[src/rtl/red_and_stream.sv]
// red_and_stream
//
// Purpose:
//   Streaming AND reduction over a multi-beat packet. Every bit of every
//   accepted beat is AND-reduced. One registered result is produced per
//   packet: the reduced bit, the (saturating) beat count, the index of the
//   first beat that held a 0 bit, and an overflow flag for packets longer
//   than MaxBeats.
//
// Parameters:
//   width     beat width in bits (>= 1)
//   MaxBeats  beats per packet counted exactly (>= 1)
//   CntWidth  derived counter/index width, floor(log2(MaxBeats))+1
//
// Ports:
//   clk_i        clock, all state on rising edge
//   rst_i        asynchronous reset, active-high
//   clear_i      synchronous abort of a partial packet or pending result
//   in_data_i    beat data
//   in_last_i    final beat of the packet
//   in_valid_i   beat valid
//   in_ready_o   high while accumulating; beat taken on valid & ready
//   z_o          AND of all bits of all beats
//   beats_o      beats in packet, saturating at MaxBeats
//   zero_idx_o   0-based index of first beat containing a 0 (0 if z_o=1)
//   ovf_o        packet had more than MaxBeats beats
//   out_valid_o  result valid
//   out_ready_i  result consumed on out_valid & out_ready
module red_and_stream #(
  parameter  int width    = 8,
  parameter  int MaxBeats = 16,
  localparam int CntWidth = $clog2(MaxBeats + 1)
) (
  input  logic                clk_i,
  input  logic                rst_i,
  input  logic                clear_i,
  input  logic [width-1:0]    in_data_i,
  input  logic                in_last_i,
  input  logic                in_valid_i,
  output logic                in_ready_o,
  output logic                z_o,
  output logic [CntWidth-1:0] beats_o,
  output logic [CntWidth-1:0] zero_idx_o,
  output logic                ovf_o,
  output logic                out_valid_o,
  input  logic                out_ready_i
);

  localparam logic [CntWidth-1:0] CntMax = CntWidth'(MaxBeats);

  typedef enum logic {
    ACC = 1'b0,
    OUT = 1'b1
  } state_t;

  state_t state, state_nxt;

  // Saturating increment: the counter parks at MaxBeats instead of wrapping.
  function automatic logic [CntWidth-1:0] sat_inc(input logic [CntWidth-1:0] c);
    if (c == CntMax) begin
      return c;
    end
    return c + CntWidth'(1);
  endfunction

  // Accumulator stage (p0) and registered result stage (p1)
  logic                acc_p0;
  logic [CntWidth-1:0] cnt_p0;
  logic                zero_seen_p0;
  logic [CntWidth-1:0] zidx_p0;
  logic                ovf_p0;

  logic                z_p1;
  logic [CntWidth-1:0] beats_p1;
  logic [CntWidth-1:0] zidx_p1;
  logic                ovf_p1;

  logic                red;
  logic                beat_fire;
  logic                last_fire;
  logic                res_fire;

  logic                acc_nxt;
  logic [CntWidth-1:0] cnt_nxt;
  logic                zero_seen_nxt;
  logic [CntWidth-1:0] zidx_nxt;
  logic                ovf_nxt;

  assign red       = &in_data_i;
  assign beat_fire = in_valid_i & (state == ACC);
  // clear_i wins over a same-cycle last beat or result handshake.
  assign last_fire = beat_fire & in_last_i & ~clear_i;
  assign res_fire  = (state == OUT) & out_ready_i;

  // Values after folding in the current beat; these also feed the result
  // latch so the last beat is included in the reported result.
  always_comb begin
    acc_nxt       = acc_p0 & red;
    cnt_nxt       = sat_inc(cnt_p0);
    ovf_nxt       = ovf_p0 | (cnt_p0 == CntMax);
    zero_seen_nxt = zero_seen_p0 | ~red;
    zidx_nxt      = zidx_p0;
    // Only the first zero-bearing beat is recorded; cnt_p0 is already
    // saturated so the index saturates with it.
    if (!red && !zero_seen_p0) begin
      zidx_nxt = cnt_p0;
    end
  end

  // Control: state register
  always_ff @(posedge clk_i or posedge rst_i) begin
    if (rst_i) begin
      state <= ACC;
    end else begin
      state <= state_nxt;
    end
  end

  always_comb begin
    state_nxt = state;
    if (clear_i) begin
      state_nxt = ACC;
    end else begin
      case (state)
        ACC:     if (last_fire) state_nxt = OUT;
        OUT:     if (res_fire)  state_nxt = ACC;
        default: state_nxt = ACC;
      endcase
    end
  end

  // Stage p0: per-packet accumulation
  always_ff @(posedge clk_i or posedge rst_i) begin
    if (rst_i) begin
      acc_p0       <= 1'b1;
      cnt_p0       <= '0;
      zero_seen_p0 <= 1'b0;
      zidx_p0      <= '0;
      ovf_p0       <= 1'b0;
    end else if (clear_i || res_fire) begin
      acc_p0       <= 1'b1;
      cnt_p0       <= '0;
      zero_seen_p0 <= 1'b0;
      zidx_p0      <= '0;
      ovf_p0       <= 1'b0;
    end else if (beat_fire) begin
      acc_p0       <= acc_nxt;
      cnt_p0       <= cnt_nxt;
      zero_seen_p0 <= zero_seen_nxt;
      zidx_p0      <= zidx_nxt;
      ovf_p0       <= ovf_nxt;
    end
  end

  // Stage p1: result registers, loaded on the last-beat handshake and held
  // afterwards (including across the result handshake)
  always_ff @(posedge clk_i or posedge rst_i) begin
    if (rst_i) begin
      z_p1     <= 1'b1;
      beats_p1 <= '0;
      zidx_p1  <= '0;
      ovf_p1   <= 1'b0;
    end else if (last_fire) begin
      z_p1     <= acc_nxt;
      beats_p1 <= cnt_nxt;
      zidx_p1  <= zidx_nxt;
      ovf_p1   <= ovf_nxt;
    end
  end

  assign in_ready_o  = (state == ACC);
  assign out_valid_o = (state == OUT);
  assign z_o         = z_p1;
  assign beats_o     = beats_p1;
  assign zero_idx_o  = zidx_p1;
  assign ovf_o       = ovf_p1;

endmodule
[config.mk]
export PLATFORM = sky130hd
export DESIGN_NAME = red_and_stream
export DESIGN_NICKNAME = d
export VERILOG_FILES = /design/src/rtl/red_and_stream.sv
export SDC_FILE = /design/constraint.sdc
export NUM_CORES = 1
export LEC_CHECK = 0
export CORE_MARGIN = 3
export CORE_UTILIZATION = 44
export CTS_CLUSTER_DIAMETER = 100
export DETAILED_ROUTE_END_ITERATION = 8
export HOLD_SLACK_MARGIN = 0.05
export PLACE_DENSITY = 0.82
export SETUP_SLACK_MARGIN = 0.3
export SLEW_MARGIN = 10
export SYNTH_ARGS = -nofsm -noshare
export SYNTH_HDL_FRONTEND = slang
export SYNTH_SLANG_ARGS = --single-unit
[constraint.sdc]
create_clock -name clk_i -period 1.15 [get_ports clk_i]
set_input_delay 0.23 -clock clk_i [delete_from_list [all_inputs] [get_ports clk_i]]
set_output_delay 0.23 -clock clk_i [all_outputs]
set_load 0.01 [all_outputs]
---- Word level (Yosys, flattened, before mapping) ----
Index checks and enable logic that the tools add are counted.
Widths: inputs -> output; s select.
word-level totals
  bits of input ports ..................... 14
  register bits after elaboration ......... 26
  word-level logic and storage cells ...... 46
  output and inout port bits .............. 14
cells by class
  equality and inequality tests ........... 1
  mux-type cells .......................... 18
  add/sub/neg operators ................... 1
  bitwise logic cells ..................... 10
  reductions and logical operators ........ 6
operator list
  cell                 number
  $mux 5               7
  $mux 1               10
  $reduce_and 8->1     1
  $add 5x1->5 const B  1
  $and 1x1->1          5
  $eq 5x5->1 const B   1
  $not 1->1            3
  $logic_not 1->1      2
  $or 1x1->1           2
  $pmux 1 s2           1
  $reduce_bool 2->1    1
  $logic_and 1x1->1    1
  $logic_or 1x1->1     1

---- Depth between registers and ports, before layout ----
  depth in word-level cells ............... 7
  gate-level depth with buffers ........... 6

---- Worst setup path before layout ----
OpenSTA, ideal clock, no wires.
  path kind ............................... register to register
  start point ............................. register state, in the netlist out_valid_o
  end point ............................... register beats_p1[1], in the netlist beats_o[1]
  path slack .............................. -0.170 ns
  arrival time ............................ 1.195 ns
  setup time .............................. 0.125 ns
  cell stages (with the launch flop) ...... 4
  cell sequence ........................... dfrtp_1 -> nor3b_4 -> nand2_4 -> mux2_4
between the ends
  word-level cells in the longest chain between the ends .. 4
RTL lines
  item                       line  RTL
  from (decl)                56    state_t state, state_nxt;
  from (signal assigned)     115   state <= state_nxt;
  $not 1->1                  -
  $and 1x1->1                90    assign beat_fire = in_valid_i & (state == ACC);
  $and 1x1->1 (2 in series)  92    assign last_fire = beat_fire & in_last_i & ~clear_i;
  to (signal assigned)       165   beats_p1 <= cnt_nxt;
  to (decl)                  74    logic [CntWidth-1:0] beats_p1;
Every way passes these cells.
A chain may end at the register's enable or synchronous reset.

---- Worst setup path in the final report ----
Ends and elaborated chain as after synthesis.

==> metrics.txt <==
number of cell rows=19; worst endpoint data arrival time=1660 ps; vertical die dimension=60.1 um; number of endpoints with negative hold slack in the final report=0; Post-DP HPWL=2220 um; post-synthesis instance area=0.00129 sq mm; Critical Setup Path Class=flop to flop; clk_lat worst skew=330 ps; Synth cell types=34; worst setup slack after layout=-287 ps; largest net degree at the start of global routing=27; number of instances in the synthesized netlist=115; die area=0.00362 sq mm; failing checks=setup timing; Critical Path RT=1380 ps; Slew @ Worst Pin=319 ps; Slew Limit Fails=0; number of global-route vias before repair=1141; net count after synthesis=131; reported leakage power=0.981 nW; Post-Place Worst Slack=-517 ps; post-placement cell area=0.00184 sq mm; wire length after detailed routing=3820 um; Max IR drop VDD=983 uV; largest fanout of any net on the critical path=5; post-route clock period utilization=125%; Synth Warn #=0; element type at the critical path start=flop; routed length per placed instance=17.6 um; number of antenna repair diodes=0; dominant combinational cell family by area after synthesis=compound AO/OA/AOI/OAI gates; GR Util All Layers=20.8%; number of enable-type register cells in the synthesized netlist=0; result of the run=complete, but fails checks; average via count per standard cell=5.37; buffer type at the clock tree root=clkbuf_4; hold buffer count at cts=0; first-pass GRT wire length=5550 um; most crowded layer after global routing=met2; Nets=203; detailed-router iteration count before antenna repair=4; Internal Power=1.74 mW; part of the Yosys area used for sequential elements=50.6%; asr flop ratio synth=100%; total global routing overflow=0; xor and xnor area share after synthesis=2.72%; number of clock sinks=26; 1st-iter DRT viols=50; effective utilization at floorplan=46.4%; share of the core filled with cells in the final layout=75.8%; synthesis-stage register bit count=26; Psw=0.822 mW; GRT met1 Usage=28.0%; leading cell types in the layout, fill and taps excluded=29 x buf_4, 23 x dfrtp_1, 14 x buf_6; die span in x=60.1 um; post-synthesis mux area share=5.04%; DRC errors left=0; post-route ant nets=0; met3 Use GR=3.24%; area of the core=0.00278 sq mm; portion of total power attributed to the clock network=18.8%; M2 GR Usage=33.8%; power density over the cells=1220 mW/mm^2; RSZ-0062 raised after global routing=yes; area fraction in and, or, nand and nor cells after synthesis=17.3%; final worst path period need=1440 ps; final weighted congestion of routability-driven global placement=0.817; final non-filler cell area=0.00211 sq mm; maximum clock skew at final layout=14.4 ps; maximum buffer depth of the clock tree=2; combinational power share=38.3%; Compound-Gate Fraction of Synth Area=19.1%; proportion of total power due to net switching=32.1%; adder and majority gate portion of the synthesized area=1.94%; element type at the critical path end=flop; most frequent standard cell in the layout excluding fill and tap cells=buf_4; number of I/O port buffers=27; number of buffers added by the clock tree synthesis step=3; highest attainable clock frequency=696 MHz; leading register cell type out of synthesis=dfrtp_1; Worst slew margin=78.7%; clock tree from TritonCTS=done; share of layout cells above drive strength 1=60.8%; IO Pins=28; final setup vio count=29; Hold/Removal Path Class=input port to async pin; max-capacitance violation count=0; Vias=1166; total power=2.56 mW; Mapped Avg Cell Area=11.2 sq um; Worst-path clk slew=160 ps; deepest level of the CTS H-tree=1; portion of total power attributed to sequential cells=42.9%; antenna violations before repair=0; area added between synthesis and finish=63.4%
## through the flow
stage,hold WS [ps],TNS (ps),instances
final,199,-6160,217
after global routing,228,-6910,217
after CTS,219,-4590,208
after detailed placement,469,-10940,194
after global placement,462,-10520,194
after floorplan,268,-2130,115
## cells in the mapped netlist (2+ instances only)
cell type	instances	area, sq um
nand3_1	2	10.0
xor2_1	2	17.5
buf_6	2	22.5
o21ai_0	2	10.0
nand2b_1	2	12.5
nor2_1	5	18.8
o31ai_1	2	15.0
a22o_1	5	43.8
inv_1	4	15.0
nand2_1	18	67.6
mux2i_1	5	50.1
o21ai_1	7	35.0
nand4_2	2	25.0
xnor2_1	2	17.5
o21ai_2	7	61.3
ha_1	2	25.0
dfstp_2	2	52.6
a21oi_1	5	25.0
dfrtp_1	24	601
## kinds of logic after synthesis
group | after synthesis
simple gates | 37
compound gates | 33
flops | 26
buf+inv | 7
mux | 6
xor+xnor | 4
fa+ha+maj | 2
## routing by layer
| layer | up-vias | part of all wire [%] |
|---|---|---|
| met5 | - | 0 |
| met4 | 0 | 1.8 |
| met3 | 7 | 3.5 |
| met2 | 24 | 50 |
| met1 | 591 | 45 |
| li1 | 544 | - |
## cell type report
cell class / instances / area (sq um)
well taps: 31 / 38.8
multi-input cells: 82 / 753
fillers: 173 / 673
clock buffers: 4 / 36.3
flip-flops and latches: 26 / 654
inverters: 4 / 17.5
repair buffers: 70 / 608
## worst paths after layout
| check | start | end | slack [ps] | cells past startpoint |
|---|---|---|---|---|
| max reg2reg | out_valid_o | beats_o[1] | -290 | 4 |
| max in group asynchronous | rst_i | acc_p0 | 720 | 3 |
| min | rst_i | ovf_p0 | 200 | 3 |
| max | out_valid_o | beats_o[1] | -290 | 4 |
| min reg2reg | beats_o[0] | beats_o[0] | 510 | 2 |
| min in group clk_i | in_data_i[4] | z_o | 460 | 5 |
## power groups by stage
stage | Clock [mW] | Sequential, mW | Combinational, mW
final | 0.483 | 1.10 | 0.981
after detailed placement | 0 | 1.11 | 0.800
after floorplan | 0 | 1.15 | 0.356
after CTS | 0.475 | 1.09 | 0.820
after global routing | 0.516 | 1.11 | 1.05
after global placement | 0 | 1.10 | 0.784
## critical path, cell delays in order (launching register included)
cell and delay (ps):
dfrtp_2 450, buf_6 140, nor3b_4 290, nand2_4 140
mux2_4 310
## what timing repair did
action	CTS	global route
pin swaps	18	13
hold endpoints to repair	0	0
gates resized for setup	82	23
setup buffers	10	9
setup endpoints to repair	40	40
## state kept, by name, summed over array words and instances (netlist names)
register      count
ovf_p0            1
zidx_p0           5
out_valid_o       1
cnt_p0            5
ovf_o             1
zero_seen_p0      1
acc_p0            1
beats_o           5
z_o               1
zero_idx_o        5
Note: power is estimated with default switching activity, not from simulation.
==> RTL edit: new RTL, config.mk and constraints unchanged <==
Change the parameter `MaxBeats` from 16 to 8.
--- a/src/rtl/red_and_stream.sv
+++ b/src/rtl/red_and_stream.sv
@@ -29,5 +29,5 @@
 module red_and_stream #(
   parameter  int width    = 8,
-  parameter  int MaxBeats = 16,
+  parameter  int MaxBeats = 8,
   localparam int CntWidth = $clog2(MaxBeats + 1)
 ) (
Ports: changed (resized beats_o and zero_idx_o); port bits go from 28 to 26. No check against the original RTL was run, so the function may have changed too.
==> RTL edit against the original RTL <==
- the flow still finishes with violations (setup timing)
- critical path depth up 1
- die area fell by 0.78%
- area after synthesis shrank 0.87%
- cell area is 3.7% lower
- routed wire length increased by 5.9%
- utilization increased by 1.9 points
- total power down 26%
- maximum frequency is 3.0% lower
- non-clock buffer count is 6 lower
- setup slack worse by 0.044 ns
- synthesized cell count rose by 11%
- sequential cell count down 4
- clock skew is 0.0098 ns lower
- largest cell class unchanged
==> RTL edit: results (changes against the original RTL) <==
| Metric | Value |
|---|---|
| Leakage power | `0.000860 uW (-12%)` |
| Worst slew pin tran | `0.291 ns (-0.0280 ns)` |
| Status | `finished with violations` |
| Final setup fails | `22 (-24%)` |
| Final HPWL DP | `2.34 mm (+5.3%)` |
| GRT Overall Usage | `21.1% (+0.26 points)` |
| Clk slew on worst S/H paths | `0.13 ns (-0.03 ns)` |
| DP Cell Count | `193 (-0.52%)` |
| Worst r2r path cells | `5 (+1)` |
| Largest net degree at the start of global routing | `23 (-15%)` |
| Top-area cell type share of the netlist area | `39.1% (-7.4 points)` |
| CP Data Arrival Time | `1.69 ns (+0.03 ns)` |
| Vias in the first global route | `1235 (+8.2%)` |
| Layout cells sized above 1 | `48.1% (-13 points)` |
| Post-Syn Area per Cell | `9.99 um^2 (-11%)` |
| Commonest cells post-synth | `dfrtp_1, nand3_1, inv_1` |
| Final #Nets | `204 (+0.49%)` |
| Placed inst area | `1720 um^2 (-6.5%)` |
| First-pass GRT wire length | `5.68 mm (+2.2%)` |
| Yosys cell types | `35 (+2.9%)` |
| Setup WS post-layout | `-0.331 ns (-0.0441 ns)` |
| FF-to-FF Start | `cnt_p0[1]` |
| Setup Skew | `0.00460 ns (-0.00984 ns)` |
| DR WL/cell | `18.7 um (+5.9%)` |
| Peak VDD IR | `1.08 mV (+9.8%)` |
| DR pass1 iterations | `6 (+2)` |
| Worst Path Max Fanout | `6 (+1)` |
| Failing checks | `setup timing` |
## RTL edit: cell types whose count changed after synthesis, moves of 4 or more
cell	before	now
nand3_1	2	12
nand2_1	18	6
dfrtp_1	24	20
and2_1	0	4
o211ai_1	0	4
a22o_1	5	0
nand4_1	0	7
o21ai_1	7	2
o2111ai_1	0	8
o21ai_2	7	0
inv_1	4	9
## RTL edit: logic make-up (layout without fill, tap and decap cells)
group                    Yosys count  count (layout)  synth area share, %
AND/OR/NAND/NOR                   44              45                 20.1
AO/OA/AOI/OAI                     29              29                 16.0
flip-flops                        22              22                 43.2
buffers and inverters             19              77                 8.41
multiplexers                      10              10                 9.00
adder cells (fa/ha/maj)            2               2                 1.96
XOR/XNOR                           2               2                 1.37
## RTL edit: cell type report
type / count / area, um^2
flip-flops and latches: 22 / 553
inverters: 9 / 46.3
repair buffers: 64 / 566
clock buffers: 4 / 36.3
well taps: 30 / 37.5
multi-input cells: 88 / 791
fillers: 170 / 583
## RTL edit: layer usage
layer | wire [um] | part of all wire, % | GRT usage [%] | vias to the layer above
met4 | 114 | 2.8 | 4.75 | 0
met3 | 307 | 7.6 | 5.62 | 14
li1 | - | - | - | 593
met1 | 1540 | 38 | 27.0 | 617
met5 | 0 | 0 | 0 | -
met2 | 2080 | 51 | 35.3 | 63
## RTL edit: worst max-delay path, stage by stage (launching register included)
cell     delay, ns
dfrtp_1       0.42
inv_2         0.09
ha_4          0.13
and3b_2       0.29
a21oi_1       0.15
o31ai_1       0.30
## RTL edit: power breakdown
| group | internal (uW) | switching, uW | total [uW] |
|---|---|---|---|
| sequential | 834 | 43.7 | 878 |
| clock | 194 | 257 | 450 |
| combinational | 298 | 260 | 558 |
## RTL edit: metrics by stage
stage / util, % / TNS [ns] / setup slack, ns
floorplan: - / -2.53 / -0.284
global placement: 65.7 / -7.52 / -0.413
detailed placement: 65.7 / -8.60 / -0.465
CTS: 71.0 / -3.89 / -0.254
global route: 77.7 / -6.04 / -0.384
finish: 77.7 / -4.98 / -0.331
## RTL edit: worst max path at each step
| stage | from | end | slack (ns) | cells after the start |
|---|---|---|---|---|
| 2_1_floorplan | cnt_p0[0] | beats_o[0] | -0.28 | 7 |
| 3_3_place_gp | clear_i | beats_o[2] | -0.41 | 3 |
| 3_5_place_dp | in_valid_i | cnt_p0[0] | -0.47 | 6 |
| 4_1_cts | out_valid_o | beats_o[1] | -0.25 | 3 |
| 5_1_grt | cnt_p0[1] | ovf_p0 | -0.38 | 5 |
| 6_report | cnt_p0[1] | ovf_p0 | -0.33 | 5 |
## RTL edit: what timing repair did
| item | in CTS | in global routing |
|---|---|---|
| buffers inserted | 10 | 8 |
| pin swaps | 10 | 14 |
| gates cloned | 1 | 1 |
| resized for setup | 65 | 27 |
| setup endpoints to repair | 34 | 34 |
